### src/rtl/instruction_fetch_stage.sv
// ============================================================================
// instruction_fetch_stage : program counter and IF/ID register of the MIPS core
// Rev 1.0 - initial release
// ============================================================================
`default_nettype none

module instruction_fetch_stage #(
  parameter int                    DATA_WIDTH  = 32,
  parameter logic [DATA_WIDTH-1:0] RESET_PC    = 32'h0040_0000,
  parameter int                    COUNT_WIDTH = 16
) (
  input  logic                   clk,
  input  logic                   reset,
  input  logic                   Stall_i,
  input  logic                   Flush_i,
  input  logic                   Redirect_i,
  input  logic [DATA_WIDTH-1:0]  RedirectTarget_i,
  input  logic                   Halt_i,
  input  logic [DATA_WIDTH-1:0]  Instruction_i,
  output logic [DATA_WIDTH-1:0]  PC_o,
  output logic [DATA_WIDTH-1:0]  IFID_Instruction_o,
  output logic [DATA_WIDTH-1:0]  IFID_PCPlus4_o,
  output logic                   IFID_Valid_o,
  output logic                   Halted_o,
  output logic [COUNT_WIDTH-1:0] FetchCount_o
);

  localparam logic [DATA_WIDTH-1:0]  PC_STEP    = DATA_WIDTH'(4);
  localparam logic [DATA_WIDTH-1:0]  ALIGN_MASK = ~DATA_WIDTH'(3);
  localparam logic [COUNT_WIDTH-1:0] COUNT_ONE  = COUNT_WIDTH'(1);

  typedef enum logic [1:0] {
    BOOT = 2'd0,
    RUN  = 2'd1,
    HALT = 2'd2
  } state_t;

  state_t                 state, state_next;
  logic [DATA_WIDTH-1:0]  pc, pc_next;
  logic [DATA_WIDTH-1:0]  ifid_instr, ifid_instr_next;
  logic [DATA_WIDTH-1:0]  ifid_pcp4, ifid_pcp4_next;
  logic                   ifid_valid, ifid_valid_next;
  logic [COUNT_WIDTH-1:0] fetch_count, fetch_count_next;
  logic [DATA_WIDTH-1:0]  pc_plus4;
  logic                   load_bubble;

  assign pc_plus4 = pc + PC_STEP;

  always_ff @(posedge clk or negedge reset) begin
    if (!reset) begin
      state       <= BOOT;
      pc          <= RESET_PC;
      ifid_instr  <= '0;
      ifid_pcp4   <= '0;
      ifid_valid  <= 1'b0;
      fetch_count <= '0;
    end else begin
      state       <= state_next;
      pc          <= pc_next;
      ifid_instr  <= ifid_instr_next;
      ifid_pcp4   <= ifid_pcp4_next;
      ifid_valid  <= ifid_valid_next;
      fetch_count <= fetch_count_next;
    end
  end

  always_comb begin
    state_next       = state;
    pc_next          = pc;
    ifid_instr_next  = ifid_instr;
    ifid_pcp4_next   = ifid_pcp4;
    ifid_valid_next  = ifid_valid;
    fetch_count_next = fetch_count;
    load_bubble      = 1'b0;

    case (state)
      BOOT: begin
        load_bubble = 1'b1;
        state_next  = RUN;
      end
      RUN: begin
        if (Halt_i) begin
          load_bubble = 1'b1;
          state_next  = HALT;
        end else if (Redirect_i) begin
          // Masking keeps the PC word-aligned whatever the target's low bits are.
          pc_next     = RedirectTarget_i & ALIGN_MASK;
          load_bubble = 1'b1;
        end else if (Stall_i) begin
          load_bubble = Flush_i;
        end else if (Flush_i) begin
          pc_next     = pc_plus4;
          load_bubble = 1'b1;
        end else begin
          pc_next          = pc_plus4;
          ifid_instr_next  = Instruction_i;
          ifid_pcp4_next   = pc_plus4;
          ifid_valid_next  = 1'b1;
          fetch_count_next = fetch_count + COUNT_ONE;
        end
      end
      HALT: begin
        load_bubble = 1'b1;
      end
      default: begin
        load_bubble = 1'b1;
        state_next  = BOOT;
      end
    endcase

    if (load_bubble) begin
      ifid_instr_next = '0;
      ifid_pcp4_next  = '0;
      ifid_valid_next = 1'b0;
    end
  end

  assign PC_o               = pc;
  assign IFID_Instruction_o = ifid_instr;
  assign IFID_PCPlus4_o     = ifid_pcp4;
  assign IFID_Valid_o       = ifid_valid;
  assign Halted_o           = (state == HALT);
  assign FetchCount_o       = fetch_count;

endmodule

`default_nettype wire

### config.mk
export PLATFORM = sky130hd
export DESIGN_NAME = instruction_fetch_stage
export DESIGN_NICKNAME = d
export VERILOG_FILES = /design/src/rtl/instruction_fetch_stage.sv
export SDC_FILE = /design/constraint.sdc
export NUM_CORES = 1
export LEC_CHECK = 0
export CAP_MARGIN = 10
export CORE_MARGIN = 5
export CORE_UTILIZATION = 47
export DETAILED_ROUTE_END_ITERATION = 16
export MAX_ROUTING_LAYER = met4
export PLACE_DENSITY = 0.79
export SETUP_SLACK_MARGIN = 0.1
export SLEW_MARGIN = 20
export SYNTH_ARGS = -nofsm -noshare
export SYNTH_HDL_FRONTEND = slang
export SYNTH_SLANG_ARGS = --single-unit
export TNS_END_PERCENT = 100
### constraint.sdc
create_clock -name clk -period 3.18 [get_ports clk]
set_clock_uncertainty 0.15 [all_clocks]
set_input_delay 0.318 -clock clk [delete_from_list [all_inputs] [get_ports clk]]
set_output_delay 0.318 -clock clk [all_outputs]
set_load 0.1 [all_outputs]
==> results of run 1 <==
[state kept, by name (all words and copies together), names as in the netlist]
name                flops
PC_o                   30
IFID_Valid_o            1
state                   2
FetchCount_o           16
IFID_Instruction_o     32
IFID_PCPlus4_o         31
[synth_stat cells, types with 8 or more instances]
cell type / instances / area (um^2)
a21oi_1: 40 / 200.2
a31oi_1: 14 / 87.58
and3_1: 22 / 137.6
and4_1: 9 / 78.83
clkbuf_1: 38 / 142.6
dfrtp_1: 111 / 2778
inv_1: 10 / 37.54
mux2i_1: 34 / 340.3
nand2_1: 25 / 93.84
nand3_1: 30 / 150.1
nand4_1: 31 / 193.9
nor2_1: 62 / 232.7
nor3_1: 8 / 40.04
nor4_1: 13 / 81.33
o21ai_0: 44 / 220.2
xnor2_1: 22 / 192.7
[layout make-up]
class                      instances  area (um^2)
fill                            1022         4372
sequential                       112         2804
multi-input combinational        434         2736
timing repair buffer             196         1647
clock buffer                       9        225.2
tap                              168        210.2
clock inverter                     7        73.82
inverter                          11        41.29
antenna                            1        2.502
[cells in the final DEF, fill, tap and decap left out, types with 4 or more instances in the layout]
master / synthesis / routed
o311ai_0: 5 / 5
a2bb2oi_1: 4 / 4
inv_1: 10 / 10
nand3_1: 30 / 30
nor2_1: 62 / 62
or4_1: 5 / 5
or3_1: 5 / 5
clkdlybuf4s50_1: 0 / 66
nor3_1: 8 / 7
o21ai_0: 44 / 44
nand2_1: 25 / 25
mux2i_1: 34 / 34
a31oi_1: 14 / 14
a21oi_1: 40 / 40
and3_1: 22 / 22
clkbuf_16: 0 / 9
and4_1: 9 / 9
nand4_1: 31 / 31
xnor2_1: 22 / 22
o211ai_1: 5 / 5
dfrtp_1: 111 / 111
a211oi_1: 6 / 6
nor4_1: 13 / 12
buf_4: 6 / 126
xor2_1: 7 / 7
[stage by stage]
step	total power, mW	hold WS, ns	setup WS [ns]	instance area [um^2]
after detailed placement	5.133	0.2181	0.6668	7428
after global routing	6.547	0.3469	0.5383	7740
final	6.262	0.3240	0.6797	7740
after floorplan	4.416	-0.1276	0.1879	5876
after CTS	6.277	0.3329	0.6906	7737
after global placement	5.084	0.2099	0.7022	7428
[power breakdown]
group | switching [mW] | internal (mW)
clock network | 0.581 | 0.558
logic | 2.29 | 0.744
registers | 0.452 | 1.64
[critical path: cells and delay by family, from the launching register on]
family           cells  cell delay, ns
AND/OR/NAND/NOR      3            1.58
AO/OA/AOI/OAI        1            0.16
flip-flops           1            0.54
[kinds of logic (layout without fill, tap and decap cells)]
family | count (synthesis) | count (layout)
multiplexers | 35 | 35
buffers and inverters | 68 | 223
other | 1 | 3
flip-flops | 112 | 112
adder cells (fa/ha/maj) | 2 | 2
AO/OA/AOI/OAI | 142 | 142
XOR/XNOR | 29 | 29
AND/OR/NAND/NOR | 224 | 224
[metal layers]
layer,global-route usage [%],up-vias,part of all wire (%)
li1,-,2541,-
met1,29.18,2577,40
met2,38.47,220,50
met3,4.921,46,7.1
met4,10.64,0,3.3
met5,-,-,0
[final timing paths]
| check | from | to | cells past startpoint |
|---|---|---|---|
| setup / recovery | PC_o[7] | IFID_PCPlus4_o[29] | 4 |
| hold / removal | FetchCount_o[15] | FetchCount_o[15] | 1 |
| setup reg to reg | PC_o[7] | IFID_PCPlus4_o[29] | 4 |
| hold reg to reg | FetchCount_o[15] | FetchCount_o[15] | 1 |
| max in group asynchronous | reset | PC_o[14] | 3 |
| min in group asynchronous | reset | PC_o[6] | 2 |
[timing repair]
item / 4_1_cts / 5_1_grt
hold buffers: 1 / 0
resized for setup: 0 / 0
endpoints found under the hold margin: 45 / 0
==> impl_metrics.tcl, run 1 <==
set metrics [dict create \
    status "complete, no violations" \
    p_per_area_nw_per_um2 809.1 \
    portBuffers 179 \
    r2r_slack_ns 0.68 \
    final_nets 836 \
    place_congestion 0.9112 \
    yosys.area_share.xor_xnor_pct 4.326 \
    synth_compound_area_share_pct 14.62 \
    numCtsBuffers 9 \
    worstMarginPinSlew_ns 0.9812 \
    p_leak_nw 3.514 \
    seq_area_frac_synth_pct 47.75 \
    cpMaxStageDelayCell "or4_1" \
    die_w_um 121.8 \
    synth_flop_cell "dfrtp_1" \
    async_flop_share_pct 100.0 \
    synth_cell_type_count 61 \
    grt_pass1_vias 5411 \
    final-hold-violation-count 0 \
    hp-class "reg2reg" \
    min_period_ns 2.500 \
    clock_tree.root_cell "clkbuf_16" \
    rsz0062_at_grt "false" \
    finalCritPeriodShare_pct 78.63 \
    synthCells 613 \
    crit_path_frequent_cell "or4_1" \
    grtUsageTotal_pct 23.91 \
    dieArea_um2 14830 \
    ant_nets 0 \
    syn_to_final_growth_pct 31.81 \
    synth_area_um2 5872 \
    relSlewSlack_pct 34.38 \
    required_ns 3.31 \
    clockBufferDepth 2 \
    slew_viol_final 0 \
    vias 5384 \
    grt_overflow 0 \
    synth_top_family_by_area "simple AND/OR/NAND/NOR gates" \
    path_class "reg2reg" \
    antenna_found_initial 1 \
    setup_violations 0 \
    drt_first_pass_iters 5 \
    ios 184 \
    critPathArrivalTime_ns 2.63 \
    viasPerCell 5.740 \
    cpPeakStageDelay_ns 0.85 \
    drc 0 \
    htree_levels 3 \
    start_util_pct 48.48 \
    ys_warn_count 0 \
    endpoint_kind "flip-flop" \
    max_freq_mhz 399.9 \
    cts_tree "built" \
    synthAdderAreaFrac_pct 0.4262 \
    clkTransAtPathRegs_ns 0.08 \
    insertion_delay_ns 0.35 \
    muxShareOfSynthArea_pct 5.988 \
    core_um2 12110 \
    die_y_um 121.8 \
    tns_ns 0 \
    grt_max_degree 68 \
    dp_hpwl_mm 12.24 \
    maxCapViolations 0 \
    cts_sinks 112 \
    fp-row-count 40 \
    crit_fanout 16 \
    fin_cells 938 \
    synth_edf_count 0 \
    grt_pass1_wl_mm 27.41 \
    drive_gt1_share_pct 20.81 \
    path_cells "nand4_4 -> or4_1 -> or4_1 -> a31oi_1" \
    final_util_pct 63.91 \
    synth_simple_gate_area_share_pct 20.86 \
    placed_cells 920 \
    wirelength_mm 17.05 \
    ir_worst_vdd_mv 0.7283 \
    drtIter0Drc 569 \
    post_cts_buffers 0 \
    cp-start-kind "flip-flop" \
    wl_per_cell_um 18.18 \
    syn_avg_cell_area_um2 9.579 \
    synth-seq-cells 112 \
]
Power figures use the tool's default switching activity.
==> inputs of run 2 (changes only) <==
--- a/config.mk
+++ b/config.mk
@@ -7,10 +7,10 @@
 export LEC_CHECK = 0
 export CAP_MARGIN = 10
 export CORE_MARGIN = 5
-export CORE_UTILIZATION = 47
+export CORE_UTILIZATION = 43
 export DETAILED_ROUTE_END_ITERATION = 16
 export MAX_ROUTING_LAYER = met4
-export PLACE_DENSITY = 0.79
+export PLACE_DENSITY = 0.76
 export SETUP_SLACK_MARGIN = 0.1
 export SLEW_MARGIN = 20
 export SYNTH_ARGS = -nofsm -noshare
==> constraint.sdc (replaced) <==
create_clock -name clk -period 2.3 [get_ports clk]
set_clock_uncertainty 0.15 [all_clocks]
set_input_delay 0.23 -clock clk [delete_from_list [all_inputs] [get_ports clk]]
set_output_delay 0.23 -clock clk [all_outputs]
set_load 0.1 [all_outputs]
==> impl_metrics.tcl, run 2 (synthesis results as in run 1) <==
set metrics [dict create \
    grt_pass1_vias 5531 \
    cpPeakStageDelay_ns 0.55 \
    crit_path_frequent_cell "or4_4" \
    cts_tree "built" \
    dp_slack_ns 0.08164 \
    critPathTopFamily "simple AND/OR/NAND/NOR gates" \
    ir_worst_vdd_mv 0.9886 \
    fin_cells 970 \
    slew_viol_final 0 \
    drt_first_pass_iters 5 \
    die_y_um 126.9 \
    grt_overflow 0 \
    setup_violations 0 \
    cp-start-kind "flip-flop" \
    start_util_pct 44.17 \
    crit_start "PC_o[16]" \
    numCtsBuffers 9 \
    place_congestion 0.8948 \
    wl_per_cell_um 18.08 \
    final-hold-violation-count 0 \
    drc 0 \
    wirelength_mm 17.54 \
    die_w_um 126.9 \
    insertion_delay_ns 0.36 \
    clkTransAtPathRegs_ns 0.07 \
    status "complete, no violations" \
    syn_to_final_growth_pct 37.95 \
    largest_reg_flops 32 \
    portBuffers 179 \
    ant_nets 0 \
    relSlewSlack_pct 58.88 \
    cpMaxStageDelayCell "or4_4" \
    timing.rr.end "IFID_PCPlus4_o[28]" \
    critPathArrivalTime_ns 2.37 \
    grtUsageTotal_pct 22.12 \
    path_cells "nand4_1 -> buf_4 -> or4_4 -> or4_4 -> a31oi_4" \
    drtIter0Drc 461 \
    layout_setup_ws_ns 0.06103 \
    path_class "reg2reg" \
    vias 5480 \
    ios 184 \
    dieArea_um2 16090 \
    dp_hpwl_mm 12.37 \
    core_um2 13300 \
    fp-row-count 42 \
    min_period_ns 2.239 \
    clockBufferDepth 2 \
    clock_tree.root_cell "clkbuf_16" \
    hp-class "in2reg" \
    worstMarginPinSlew_ns 0.6168 \
    antenna_found_initial 0 \
    cp.depth 5 \
    placed_cells 948 \
    htree_levels 3 \
    grt_max_degree 113 \
    rsz0062_at_grt "true" \
    crit_fanout 5 \
    layout_commonest_cell "buf_4" \
    viasPerCell 5.649 \
    maxCapViolations 0 \
    final_nets 861 \
    required_ns 2.43 \
    layout_common_cells "150 x buf_4, 87 x dfrtp_1, 64 x clkdlybuf4s50_1" \
    finalCritPeriodShare_pct 97.35 \
    cts_sinks 112 \
    grt_pass1_wl_mm 28.02 \
    p_leak_nw 3.637 \
    crit_end "IFID_PCPlus4_o[28]" \
    p_per_area_nw_per_um2 1120 \
    drive_gt1_share_pct 27.58 \
    max_freq_mhz 446.6 \
    reg2regPathDepth 5 \
    critPathBufInv 1 \
    endpoint_kind "flip-flop" \
    timing.rr.start "PC_o[16]" \
    diodes 0 \
    r2r_slack_ns 0.06 \
]
[run 2: changes by cell type in the layout (fill, tap and decap cells not counted), moves of 3 or more]
cell	change
buf_12	+3
buf_4	+24
dfrtp_1	-24
dfrtp_2	+8
dfrtp_4	+16
[run 2: worst min-delay path by stage]
stage / startpoint / endpoint / slack (ns) / depth (start not counted)
after floorplan: reset / FetchCount_o[0] / -0.22 / 0
after global placement: reset / IFID_Instruction_o[7] / 0.21 / 2
after detailed placement: reset / IFID_Instruction_o[7] / 0.22 / 2
after CTS: Redirect_i / IFID_PCPlus4_o[1] / 0.17 / 3
after global routing: Redirect_i / IFID_PCPlus4_o[1] / 0.20 / 3
final: Redirect_i / IFID_PCPlus4_o[1] / 0.18 / 3
[run 2: final cells by class]
cell class	instances	area, um^2
multi-input cells	434	2794
flip-flops and latches	112	2874
well taps	176	220.2
clock inverters	6	75.07
repair buffers	221	1867
clock buffers	10	229.0
inverters	11	41.29
fillers	1105	5195
[run 2: repair_timing]
action,4_1_cts,5_1_grt
gates resized for setup,1,4
hold endpoints to repair,111,0
endpoints found under the setup margin,1,7
pin swaps,0,4
hold buffers,1,0
setup buffers,0,5
[run 2: report_power, final]
part | switching [mW] | internal, mW | leakage [nW] | total [mW]
logic | 3.35 | 1.24 | 2.05 | 4.60
clock network | 0.751 | 0.862 | 0.145 | 1.61
registers | 0.495 | 2.37 | 1.44 | 2.86
total | 4.60 | 4.47 | 3.64 | 9.07
[run 2: per-stage QoR]
stage | hold slack [ns] | setup TNS [ns] | utilization [%] | area [um^2] | power, mW
floorplan | -0.2156 | -0.9970 | - | 5997 | 6.273
global placement | 0.2092 | 0 | 58.08 | 7722 | 7.323
detailed placement | 0.2176 | 0 | 58.08 | 7722 | 7.415
CTS | 0.1726 | 0 | 60.46 | 8039 | 9.061
global route | 0.1979 | 0 | 60.93 | 8100 | 9.472
finish | 0.1844 | 0 | 60.93 | 8100 | 9.070
[run 2: worst min-delay path: stages]
cell	delay (ns)
buf_2	0.15
nor3_2	0.08
and3_1	0.18
[run 2: layer usage]
layer	GRT usage, %	wire [um]	vias to the layer above
met5	-	0	-
met4	7.382	349	0
met3	5.507	1358	30
met2	36.27	8705	225
met1	26.80	7122	2638
li1	-	-	2587
==> inputs of run 3 (changes only) <==
--- a/config.mk
+++ b/config.mk
@@ -7,10 +7,10 @@
 export LEC_CHECK = 0
 export CAP_MARGIN = 10
 export CORE_MARGIN = 5
-export CORE_UTILIZATION = 43
+export CORE_UTILIZATION = 47
 export DETAILED_ROUTE_END_ITERATION = 16
 export MAX_ROUTING_LAYER = met4
-export PLACE_DENSITY = 0.76
+export PLACE_DENSITY = 0.79
 export SETUP_SLACK_MARGIN = 0.1
 export SLEW_MARGIN = 20
 export SYNTH_ARGS = -nofsm -noshare
==> constraint.sdc (replaced) <==
create_clock -name clk -period 2.5 [get_ports clk]
set_clock_uncertainty 0.15 [all_clocks]
set_input_delay 0.25 -clock clk [delete_from_list [all_inputs] [get_ports clk]]
set_output_delay 0.25 -clock clk [all_outputs]
set_load 0.1 [all_outputs]
==> impl_metrics.tcl, run 3 (synthesis results as in run 1) <==
set metrics [dict create \
    cp-start-kind "flip-flop" \
    drc 0 \
    post_cts_resize_count 0 \
    wl_per_cell_um 17.97 \
    grt_overflow 0 \
    die_y_um 121.8 \
    critPathBufInv 0 \
    p_per_area_nw_per_um2 1031 \
    start_util_pct 48.48 \
    min_to "IFID_PCPlus4_o[30]" \
    dp_slack_ns 0.2257 \
    final_util_pct 65.01 \
    cpPeakStageDelay_ns 0.63 \
    clkTransAtPathRegs_ns 0.08 \
    final-hold-violation-count 0 \
    maxCapViolations 0 \
    grt_pass1_wl_mm 27.69 \
    finalCritPeriodShare_pct 91.07 \
    reg2regPathDepth 5 \
    setup_violations 0 \
    grt_max_degree 55 \
    fp-row-count 40 \
    path_cells "ha_4 -> nand2_1 -> or4_4 -> or4_1 -> a31oi_1" \
    p_leak_nw 3.533 \
    cp.depth 5 \
    min_from "Stall_i" \
    grt_pass1_vias 5357 \
    endpoint_kind "flip-flop" \
    drt_first_pass_iters 5 \
    final_nets 841 \
    layout_commonest_cell "buf_4" \
    clock_tree.root_cell "clkbuf_16" \
    cpMaxStageDelayCell "or4_4" \
    drtIter0Drc 574 \
    whs_ns 0.3230 \
    hp-class "in2reg" \
    place_congestion 0.9368 \
    dieArea_um2 14830 \
    portBuffers 179 \
    layout_setup_ws_ns 0.2234 \
    core_um2 12110 \
    min_period_ns 2.277 \
    antenna_found_initial 0 \
    clkPwrFrac_pct 18.0 \
    seqPwrFrac_pct 33.8 \
    die_w_um 121.8 \
    critPathTopFamily "simple AND/OR/NAND/NOR gates" \
    max_freq_mhz 439.2 \
    drive_gt1_share_pct 24.55 \
    required_ns 2.62 \
    clockBufferDepth 2 \
    slew_viol_final 0 \
    diodes 0 \
    insertion_delay_ns 0.36 \
    syn_to_final_growth_pct 34.09 \
    tns_ns 0 \
    critPathArrivalTime_ns 2.40 \
    timing.rr.end "IFID_PCPlus4_o[28]" \
    p_int_mw 3.869 \
    ant_nets 0 \
    worstMarginPinSlew_ns 0.7076 \
    ios 184 \
    cts_tree "built" \
    combPwrFrac_pct 48.2 \
    rsz0062_at_grt "false" \
    cts_sinks 112 \
    switchingPower_mw 4.250 \
    layout_common_cells "130 x buf_4, 89 x dfrtp_1, 64 x clkdlybuf4s50_1" \
    vias 5434 \
    dp_hpwl_mm 12.26 \
    relSlewSlack_pct 52.39 \
    numCtsBuffers 9 \
    path_class "reg2reg" \
    htree_levels 3 \
    switching_share_pct 52.35 \
    crit_fanout 10 \
    grtUsageTotal_pct 24.02 \
    r2r_slack_ns 0.22 \
    holdPathStages 3 \
    viasPerCell 5.769 \
    status "complete, no violations" \
    timing.rr.start "PC_o[2]" \
    ir_worst_vdd_mv 1.186 \
    wirelength_mm 16.93 \
    largest_reg_flops 32 \
]
==> run 3: power groups by stage <==
stage / Clock, mW / Sequential [mW] / Combinational, mW
2_1_floorplan: 0 / 4.37 / 1.34
3_3_place_gp: 0 / 2.74 / 3.87
3_5_place_dp: 0 / 2.76 / 3.91
4_1_cts: 1.49 / 2.73 / 3.92
5_1_grt: 1.57 / 2.81 / 4.14
6_report: 1.46 / 2.74 / 3.92
==> run 3: area by class of cell <==
cell class                 instances  area [um^2]
sequential                       112         2859
clock inverter                     7        72.57
multi-input combinational        434         2749
tap                              168        210.2
clock buffer                       9        225.2
inverter                          11        41.29
fill                            1032         4238
timing repair buffer             201         1717
==> run 3: what timing repair did <==
| item | 4_1_cts | 5_1_grt |
|---|---|---|
| endpoints found under the hold margin | 48 | 0 |
| hold buffers | 1 | 0 |
| setup buffers | 0 | 0 |
==> run 3: tightest hold or removal path: cells and delay by family <==
| family | cells | cell delay (ns) |
|---|---|---|
| AOI/OAI and AO/OA | 1 | 0.24 |
| buffers and inverters | 1 | 0.22 |
| and+or+nand+nor | 1 | 0.08 |
==> run 3: layer usage <==
| layer | routed length [um] | GRT usage [%] |
|---|---|---|
| met4 | 365 | 7.773 |
| met5 | 0 | - |
| met1 | 6917 | 30.92 |
| met3 | 1351 | 5.246 |
| met2 | 8294 | 38.05 |
==> run 3: worst max path at each step <==
stage            start                    end  slack (ns)
2_1_floorplan  PC_o[6]     IFID_PCPlus4_o[28]       0.003
3_3_place_gp    Halt_i               PC_o[17]        0.26
3_5_place_dp    Halt_i  IFID_Instruction_o[5]        0.23
4_1_cts        PC_o[2]     IFID_PCPlus4_o[28]        0.23
5_1_grt        PC_o[2]     IFID_PCPlus4_o[28]        0.14
6_report       PC_o[2]     IFID_PCPlus4_o[28]        0.22
==> run 3: per-stage QoR <==
stage	total power [mW]	cells	cell area, um^2
floorplan	5.715	614	5954
global placement	6.606	925	7566
detailed placement	6.668	925	7566
CTS	8.142	942	7874
global route	8.524	942	7874
finish	8.119	942	7874
